[src/rtl/s2mm_frame_scheduler.sv]
// -----------------------------------------------------------------------------
// s2mm_frame_scheduler
//
// Sequences and configures the S2MM frame writer. It drives the writer's
// soft_resetn through an enable/drain handshake. It rotates the writer base
// address over C_BUF_NUM (3 or 4) frame buffers. It lends the newest completed
// frame to a single reader, so that buffer cannot be overwritten while lent.
//
// Ports
//   M_AXI_ACLK        in   clock, rising edge
//   M_AXI_ARESET      in   asynchronous active-high reset
//   enable            in   software enable of the write path (level)
//   buf_addr0..3      in   buffer base addresses (buf_addr3 unused for 3 buffers)
//   s2mm_soft_resetn  out  writer soft reset, active low, registered
//   s2mm_resetting    in   writer reports it is still resetting
//   s2mm_frame_pulse  in   writer starts a new frame (one cycle)
//   s2mm_base_addr    out  base address the writer should use for the new frame
//   wr_idx            out  index of the buffer currently being written
//   rd_req            in   reader asks for the newest completed frame (pulse)
//   rd_release        in   reader returns its locked buffer (pulse)
//   rd_grant          out  one-cycle grant pulse
//   rd_idx / rd_addr  out  locked buffer index / base address
//   rd_locked         out  reader currently holds a buffer
//   running           out  FSM is in RUN
//   frame_cnt         out  completed frames since reset (wraps)
//
// C_BUF_NUM must be 3 or 4. With three buffers there is always one buffer
// that is neither the newest frame nor the reader's buffer.
// -----------------------------------------------------------------------------
module s2mm_frame_scheduler #(
  parameter int C_ADDR_WIDTH = 32,
  parameter int C_BUF_NUM    = 3,
  parameter int C_IDX_WIDTH  = 2
) (
  input  logic                    M_AXI_ACLK,
  input  logic                    M_AXI_ARESET,
  input  logic                    enable,
  input  logic [C_ADDR_WIDTH-1:0] buf_addr0,
  input  logic [C_ADDR_WIDTH-1:0] buf_addr1,
  input  logic [C_ADDR_WIDTH-1:0] buf_addr2,
  input  logic [C_ADDR_WIDTH-1:0] buf_addr3,
  output logic                    s2mm_soft_resetn,
  input  logic                    s2mm_resetting,
  input  logic                    s2mm_frame_pulse,
  output logic [C_ADDR_WIDTH-1:0] s2mm_base_addr,
  output logic [C_IDX_WIDTH-1:0]  wr_idx,
  input  logic                    rd_req,
  input  logic                    rd_release,
  output logic                    rd_grant,
  output logic [C_IDX_WIDTH-1:0]  rd_idx,
  output logic [C_ADDR_WIDTH-1:0] rd_addr,
  output logic                    rd_locked,
  output logic                    running,
  output logic [15:0]             frame_cnt
);

  typedef enum logic [1:0] {
    IDLE     = 2'd0,
    RST_WAIT = 2'd1,
    RUN      = 2'd2,
    DRAIN    = 2'd3
  } state_t;

  state_t state_q, state_d;

  logic                    soft_resetn_q, soft_resetn_d;
  logic [C_IDX_WIDTH-1:0]  wr_idx_q, wr_idx_d;
  logic [C_ADDR_WIDTH-1:0] base_addr_q, base_addr_d;
  logic                    wr_started_q, wr_started_d;
  logic [C_IDX_WIDTH-1:0]  latest_q, latest_d;
  logic                    latest_valid_q, latest_valid_d;
  logic [15:0]             frame_cnt_q, frame_cnt_d;
  logic                    rd_pend_q, rd_pend_d;
  logic                    rd_locked_q, rd_locked_d;
  logic [C_IDX_WIDTH-1:0]  rd_idx_q, rd_idx_d;
  logic [C_ADDR_WIDTH-1:0] rd_addr_q, rd_addr_d;
  logic                    rd_grant_q, rd_grant_d;

  // Buffer address table, indexable by buffer number.
  logic [C_ADDR_WIDTH-1:0] buf_addr_arr [4];
  assign buf_addr_arr[0] = buf_addr0;
  assign buf_addr_arr[1] = buf_addr1;
  assign buf_addr_arr[2] = buf_addr2;
  assign buf_addr_arr[3] = buf_addr3;

  // ---------------------------------------------------------------------------
  // Control FSM
  // ---------------------------------------------------------------------------
  always_comb begin
    state_d = state_q;
    case (state_q)
      IDLE:     if (enable)          state_d = RST_WAIT;
      RST_WAIT: if (!s2mm_resetting) state_d = RUN;
      RUN:      if (!enable)         state_d = DRAIN;
      DRAIN:    if (!s2mm_resetting) state_d = IDLE;
      default:                       state_d = IDLE;
    endcase
  end

  // soft_resetn is derived from the current state and registered. It therefore
  // follows a state change by one cycle.
  assign soft_resetn_d = (state_q == RUN);

  // ---------------------------------------------------------------------------
  // Frame bookkeeping
  // ---------------------------------------------------------------------------
  logic                   pulse_ok;
  logic                   promote;
  logic                   drain_done;
  logic [C_IDX_WIDTH-1:0] latest_post;
  logic                   latest_valid_post;

  assign pulse_ok   = s2mm_frame_pulse && (state_q == RUN);
  // Only a frame that was actually started gets promoted. The first pulse after
  // (re)start only opens a frame.
  assign promote    = pulse_ok && wr_started_q;
  assign drain_done = (state_q == DRAIN) && !s2mm_resetting;

  // Newest completed frame as it will be after this cycle. The grant and the
  // writer selection both use this value, so a grant that coincides with a
  // frame pulse locks the frame that has just completed.
  assign latest_post       = promote ? wr_idx_q : latest_q;
  assign latest_valid_post = latest_valid_q || promote;

  // Candidate k is the (k+1)-th buffer after the current one, in rotation order.
  logic [C_IDX_WIDTH-1:0] cand_idx [C_BUF_NUM];
  logic [C_BUF_NUM-1:0]   cand_ok;

  genvar gi;
  generate
    for (gi = 0; gi < C_BUF_NUM; gi++) begin : g_cand
      assign cand_idx[gi] = C_IDX_WIDTH'((int'(wr_idx_q) + gi + 1) % C_BUF_NUM);
      // The reader's buffer stays excluded during the cycle of its release.
      // The release only takes effect on the next cycle.
      assign cand_ok[gi]  = !(latest_valid_post && (cand_idx[gi] == latest_post)) &&
                            !(rd_locked_q && (cand_idx[gi] == rd_idx_q));
    end
  endgenerate

  logic [C_IDX_WIDTH-1:0] sel_idx;
  logic                   sel_found;

  // Take the first acceptable candidate in rotation order.
  always_comb begin
    sel_idx   = wr_idx_q;
    sel_found = 1'b0;
    for (int k = 0; k < C_BUF_NUM; k++) begin
      if (!sel_found && cand_ok[k]) begin
        sel_idx   = cand_idx[k];
        sel_found = 1'b1;
      end
    end
  end

  always_comb begin
    wr_idx_d       = wr_idx_q;
    base_addr_d    = base_addr_q;
    wr_started_d   = wr_started_q;
    latest_d       = latest_post;
    latest_valid_d = latest_valid_post;
    frame_cnt_d    = frame_cnt_q;

    if (pulse_ok) begin
      wr_idx_d     = sel_idx;
      base_addr_d  = buf_addr_arr[sel_idx];
      wr_started_d = 1'b1;
    end
    if (promote) begin
      frame_cnt_d = frame_cnt_q + 16'd1;
    end
    // A frame still being written when the drain completes is abandoned.
    // The newest-frame record is also forgotten.
    if (drain_done) begin
      wr_started_d   = 1'b0;
      latest_valid_d = 1'b0;
    end
  end

  // ---------------------------------------------------------------------------
  // Reader lending
  // ---------------------------------------------------------------------------
  logic rd_pend_now;
  logic grant;

  assign rd_pend_now = rd_pend_q || rd_req;
  assign grant       = rd_pend_now && !rd_locked_q && latest_valid_post;

  always_comb begin
    rd_pend_d   = rd_pend_now;
    rd_locked_d = rd_locked_q;
    rd_idx_d    = rd_idx_q;
    rd_addr_d   = rd_addr_q;
    rd_grant_d  = grant;

    if (grant) begin
      rd_pend_d   = 1'b0;
      rd_locked_d = 1'b1;
      rd_idx_d    = latest_post;
      rd_addr_d   = buf_addr_arr[latest_post];
    end else if (rd_locked_q) begin
      // A request that arrives together with a release is kept. It is granted
      // on the next cycle, once the lock has cleared. Any other request that
      // arrives while the reader holds a buffer is discarded.
      if (rd_release) begin
        rd_locked_d = 1'b0;
      end else begin
        rd_pend_d = 1'b0;
      end
    end
  end

  // ---------------------------------------------------------------------------
  // State registers
  // ---------------------------------------------------------------------------
  always_ff @(posedge M_AXI_ACLK or posedge M_AXI_ARESET) begin
    if (M_AXI_ARESET) begin
      state_q        <= IDLE;
      soft_resetn_q  <= 1'b0;
      wr_idx_q       <= '0;
      base_addr_q    <= '0;
      wr_started_q   <= 1'b0;
      latest_q       <= '0;
      latest_valid_q <= 1'b0;
      frame_cnt_q    <= '0;
      rd_pend_q      <= 1'b0;
      rd_locked_q    <= 1'b0;
      rd_idx_q       <= '0;
      rd_addr_q      <= '0;
      rd_grant_q     <= 1'b0;
    end else begin
      state_q        <= state_d;
      soft_resetn_q  <= soft_resetn_d;
      wr_idx_q       <= wr_idx_d;
      base_addr_q    <= base_addr_d;
      wr_started_q   <= wr_started_d;
      latest_q       <= latest_d;
      latest_valid_q <= latest_valid_d;
      frame_cnt_q    <= frame_cnt_d;
      rd_pend_q      <= rd_pend_d;
      rd_locked_q    <= rd_locked_d;
      rd_idx_q       <= rd_idx_d;
      rd_addr_q      <= rd_addr_d;
      rd_grant_q     <= rd_grant_d;
    end
  end

  assign s2mm_soft_resetn = soft_resetn_q;
  assign s2mm_base_addr   = base_addr_q;
  assign wr_idx           = wr_idx_q;
  assign rd_grant         = rd_grant_q;
  assign rd_idx           = rd_idx_q;
  assign rd_addr          = rd_addr_q;
  assign rd_locked        = rd_locked_q;
  assign running          = (state_q == RUN);
  assign frame_cnt        = frame_cnt_q;

endmodule

[config.mk]
export PLATFORM = sky130hd
export DESIGN_NAME = s2mm_frame_scheduler
export DESIGN_NICKNAME = d
export VERILOG_FILES = /design/src/rtl/s2mm_frame_scheduler.sv
export SDC_FILE = /design/constraint.sdc
export NUM_CORES = 1
export LEC_CHECK = 0
export BUFFER_PORTS_ARGS = -buffer_cell sky130_fd_sc_hd__buf_2
export CAP_MARGIN = 20
export CORE_UTILIZATION = 40
export CTS_CLUSTER_DIAMETER = 60
export DETAILED_ROUTE_END_ITERATION = 12
export PLACE_DENSITY_LB_ADDON = 0.25
export SETUP_SLACK_MARGIN = 0.3
export SYNTH_ARGS = -nofsm -noshare
export SYNTH_HDL_FRONTEND = slang
export SYNTH_SLANG_ARGS = --single-unit
export TNS_END_PERCENT = 5
[constraint.sdc]
create_clock -name M_AXI_ACLK -period 7.43 [get_ports M_AXI_ACLK]
set_input_delay 1.486 -clock M_AXI_ACLK [delete_from_list [all_inputs] [get_ports M_AXI_ACLK]]
set_output_delay 1.486 -clock M_AXI_ACLK [all_outputs]
set_load 0.03 [all_outputs]
* Yosys cells after proc, flatten, opt, wreduce, memory -nomap -nowiden
Index checks and enable logic that the tools add are counted.
Word-level totals: flip-flop bits (word level) 94, input bits 135, output and inout bits 88, word-level logic and storage cells 95
Cells by class: add/sub/neg operators 5, divide/modulo/power cells 3, magnitude comparators 2, equality and inequality tests 13, multiplexer cells 26, bitwise gates (word level) 2, reductions and logical operators 31
Operator list (count):
- binary-select mux 32 bit (select 2 bit) | 2
- 2-to-1 mux 32 bit | 4
- remainder unit 32 x 3 -> 32 bit, second input constant | 3
- adder 16 x 1 -> 16 bit, second input constant | 1
- logical AND 1 bit | 16
- 2-to-1 mux 2 bit | 8
- equality test 2 bit | 6
- 2-to-1 mux 1 bit | 11
- zero test 1 bit | 10
- adder 3 x 1 -> 4 bit, second input constant | 2
- inequality test 2 bit, second input constant | 4
- case mux 2 bit (4 select lines) | 1
- >= comparator 3 bit, second input constant | 2
- inverter 2 -> 3 bit | 2
- equality test 2 bit, second input constant | 2
- AND reduction 4 bit | 1
- adder 2 x 1 -> 3 bit, second input constant | 1
- adder 2 x 2 -> 3 bit, second input constant | 1
- equality test 2 x 1 -> 1 bit, second input constant | 1
- zero test 2 bit | 1
- logical OR 1 bit | 2
- nonzero test 2 bit | 1

* Depth between registers and ports, before layout
depth after elaboration 19, gate-level depth with buffers 13, gate-level depth less buffers 11

* Least setup slack after synthesis
No wires, ideal clock.
path type input to register, from input s2mm_frame_pulse, to register base_addr_q[10] (netlist: s2mm_base_addr[10]), arrival time 3.528 ns, data required time 7.292 ns, slack 3.764 ns, cell stages on the path 11, buffers on the path 3, cells stage by stage and3_2 -> buf_6 -> a21oi_1 -> a32o_1 -> or2_1 -> a311o_1 -> a21oi_2 -> buf_6 -> buf_4 -> mux2i_1 -> o211ai_1
Between the ends: cells in the longest elaborated chain, start to end 18, elaborated cells between the ends (all ways) 29
Ends and longest elaborated chain:
- start: declaration | RTL line 44 | input logic s2mm_frame_pulse,
- logical AND 1 bit * | RTL line 113 | assign pulse_ok = s2mm_frame_pulse && (state_q == RUN);
- logical AND 1 bit | RTL line 116 | assign promote = pulse_ok && wr_started_q;
- 2-to-1 mux 2 bit | RTL line 122 | assign latest_post = promote ? wr_idx_q : latest_q;
- equality test 2 bit | RTL line 135 | assign cand_ok[gi] = !(latest_valid_post && (cand_idx[gi] == latest_post)) &&
- logical AND 1 bit | RTL line 135
- zero test 1 bit | RTL line 135
- logical AND 1 bit | RTL line 135
- 2-to-1 mux 1 bit | RTL line 148 | if (!sel_found && cand_ok[k]) begin
- zero test 1 bit | RTL line 148
- logical AND 1 bit | RTL line 148
- 2-to-1 mux 1 bit | RTL line 148
- zero test 1 bit | RTL line 148
- logical AND 1 bit | RTL line 148
- 2-to-1 mux 2 bit | RTL line 148
- inverter 2 -> 3 bit (implied by the code) | RTL line 165 | base_addr_d = buf_addr_arr[sel_idx];
- binary-select mux 32 bit (select 2 bit) | RTL line 165
- 2-to-1 mux 32 bit (implied by the code) (2 in a row) | RTL line 165
- end signal: assignment | RTL line 234 | base_addr_q <= base_addr_d;
- end: declaration | RTL line 68 | logic [C_ADDR_WIDTH-1:0] base_addr_q, base_addr_d;
Every way passes the cells marked *; elsewhere a longest branch is shown, timed or not. The select of a mux whose other input is x is not followed. A chain may end at the register's enable or synchronous reset.

* Worst setup path in the final report
from input s2mm_frame_pulse, to register base_addr_q[3] (netlist: s2mm_base_addr[3])
Same word-level chain as after synthesis.

==> impl_metrics.env <==
export IMPL_grt_total_usage_pct=24.22
export IMPL_dr_first_iter_drc_count=429
export IMPL_fin_cells=1246
export IMPL_rows=46
export IMPL_synth_area_leaders="dfrtp_1 (36%), nand2_1 (14%), nand3_1 (13%)"
export IMPL_syn_area_um2=6475
export IMPL_synth_edf_count=0
export IMPL_powerDensity_nw_per_um2=495.2
export IMPL_status="completed"
export IMPL_fin_crit_sh_pct=64.98
export IMPL_arrival_ns=5.10
export IMPL_dp_hpwl_um=13180
export IMPL_top_level_ports=223
export IMPL_syn2layout_area_growth_pct=23.23
export IMPL_place_congestion=0.7619
export IMPL_yosys_top_cells_count="nand2_1 (238), nand3_1 (166), dfrtp_1 (94)"
export IMPL_rsz0062_at_grt="false"
export IMPL_syn_nets=994
export IMPL_finalSetupViolCount=0
export IMPL_hp_class="reg -> reg"
export IMPL_antenna_found_initial=2
export IMPL_hold_viol=0
export IMPL_post_cts_buffers=0
export IMPL_path_max_fanout=64
export IMPL_vias=6587
export IMPL_clock_sinks=94
export IMPL_cts_resized=0
export IMPL_cts_hold_fix_buffers=0
export IMPL_drt_total_wl_um=19810
export IMPL_grt_pass1_vias=6199
export IMPL_syn_inst=851
export IMPL_ant_nets=0
export IMPL_cp_start_kind="input pin"
export IMPL_place_inst=1227
export IMPL_synth_top_area_share_pct=36.33
export IMPL_worst_pin_slew_ns=0.9435
export IMPL_worstSetupPathType="in -> reg"
export IMPL_wl_per_cell_um=15.90
export IMPL_synth_largest_area_cell="dfrtp_1"
export IMPL_htreeDepth=3
export IMPL_start_util_pct=40.91
export IMPL_fmax_ghz=0.2071
export IMPL_peakVddDrop_mv=0.2610
export IMPL_fill_cells=1614
export IMPL_cts_reportedPaths_clkPinSlew_ns=0.07
export IMPL_drive_gt1_share_pct=25.78
export IMPL_drt_vias_per_instance=5.287
export IMPL_period_needed_ns=4.828
export IMPL_coreArea_um2=15830
export IMPL_slew_headroom_pct=35.75
export IMPL_cts_buffer_depth=2
export IMPL_ys_types=47
export IMPL_cts_made_buffers=9
export IMPL_p_leak_nw=4.116
export IMPL_worst_ep_required_time_ns=7.70
export IMPL_tns_ns=0
export IMPL_power_mw=3.951
export IMPL_ys_seq_area_share_pct=36.33
export IMPL_ys_async_sr_fraction_pct=100.0
export IMPL_clock_latency_ns=0.36
export IMPL_hold_ws_ns=0.4603
export IMPL_grt_max_degree=66
export IMPL_synth_most_common_cell="nand2_1"
export IMPL_max_cap_viol_count=0
export IMPL_finalMaxSlewViolations=0
export IMPL_synthFlopType="dfrtp_1"
export IMPL_ys_ff_latch=94
export IMPL_yosysWarnings=0
export IMPL_cts_tree="done"
export IMPL_gr_total_overflow=0
export IMPL_root_buffer="clkbuf_16"
export IMPL_dr_pass1_iters=5
export IMPL_drc=0
export IMPL_die_w_um=129.2
export IMPL_crit_path_end_kind="flop"
export IMPL_nets=1167
export IMPL_dieArea_um2=16700
export IMPL_numPortBuffers=222
export IMPL_die_height_um=129.2
export IMPL_fin_worst_skew_ns=0.009241
export IMPL_syn_area_per_cell_um2=7.609
export IMPL_grt_pass1_wl_um=31560
[logic make-up after synthesis]
family | share of synthesized area [%]
flops | 36.33
mux | 10.59
compound gates | 7.459
xor+xnor | 3.923
fa+ha+maj | 1.546
simple gates | 34.18
buf+inv | 5.971
[worst paths after layout]
| path | startpoint | to | slack [ns] | cells after the start |
|---|---|---|---|---|
| hold reg to reg | frame_cnt[15] | frame_cnt[15] | 0.46 | 1 |
| max in group asynchronous | M_AXI_ARESET | rd_addr[6] | 5.10 | 3 |
| min in group asynchronous | M_AXI_ARESET | s2mm_base_addr[31] | 1.18 | 2 |
| setup / recovery | s2mm_frame_pulse | s2mm_base_addr[3] | 2.60 | 12 |
| hold / removal | frame_cnt[15] | frame_cnt[15] | 0.46 | 1 |
| setup reg to reg | state_q[0] | s2mm_base_addr[3] | 2.95 | 13 |
[metrics by stage]
step | util [%] | setup slack [ns] | area, um^2
3_3_place_gp | 48.24 | 2.225 | 7635
4_1_cts | 50.13 | 2.509 | 7934
6_report | 50.41 | 2.602 | 7979
2_1_floorplan | - | 3.495 | 6475
5_1_grt | 50.38 | 2.276 | 7974
3_5_place_dp | 48.24 | 2.161 | 7635
[worst max-delay path, cell delays in order]
cell and delay [ns]:
buf_2 0.11, and3_2 0.34, mux2i_4 0.84, inv_2 0.08, xnor2_1 0.24, a22oi_2 0.17, a311oi_4 0.28, buf_4 0.54
nor2_1 0.10, a21o_1 0.38, buf_4 0.30, o211ai_1 0.21
[state kept, by name, indices dropped and copies added, names as in the netlist]
name	cells
rd_grant	1
s2mm_soft_resetn	1
s2mm_base_addr	32
rd_locked	1
latest_valid_q	1
wr_started_q	1
rd_idx	2
wr_idx	2
rd_pend_q	1
latest_q	2
frame_cnt	16
state_q	2
rd_addr	32
[where the power goes]
group / leakage, nW / switching, mW / internal (mW)
combinational: 2.79 / 1.70 / 0.893
sequential: 1.18 / 0.145 / 0.729
clock: 0.145 / 0.214 / 0.269
[area by class of cell]
cell class / instances / area, um^2 / area share, %
Multi-Input combinational cell: 668 / 3756 / 47.08
Sequential cell: 94 / 2352 / 29.48
Timing Repair Buffer: 235 / 1234 / 15.46
Tap cell: 216 / 270.3 / 3.387
Clock buffer: 10 / 239.0 / 2.995
Inverter: 16 / 62.56 / 0.7841
Clock inverter: 5 / 60.06 / 0.7527
Antenna cell: 2 / 5.005 / 0.06273
[per-layer routing]
layer | track usage [%] | part of all wire, % | vias up
li1 | - | - | 3274
met1 | 31.11 | 44 | 3024
met2 | 40.10 | 46 | 250
met3 | 5.326 | 7.4 | 35
met4 | 8.512 | 2.2 | 4
met5 | 0 | 0.14 | -
[layout by cell type, fill, tap and decap left out, types with 2 or more instances in the layout]
| cell type | synthesis | layout |
|---|---|---|
| and2_1 | 4 | 3 |
| mux2i_1 | 64 | 64 |
| a21oi_1 | 5 | 5 |
| diode_2 | 0 | 2 |
| o21ai_0 | 9 | 9 |
| buf_12 | 0 | 2 |
| xor2_1 | 8 | 8 |
| xnor2_1 | 21 | 21 |
| dfrtp_1 | 94 | 94 |
| nand2_1 | 238 | 237 |
| mux2_2 | 2 | 2 |
| ha_1 | 8 | 8 |
| nand3_1 | 166 | 166 |
| buf_4 | 3 | 11 |
| clkinv_4 | 0 | 2 |
| buf_2 | 3 | 222 |
| o211ai_1 | 34 | 34 |
| nand4_1 | 5 | 5 |
| inv_1 | 14 | 13 |
| nor3_1 | 65 | 65 |
| nor2_1 | 14 | 14 |
| o21a_1 | 2 | 2 |
| clkbuf_16 | 0 | 9 |
No activity file was read; power rests on OpenSTA's default activity.
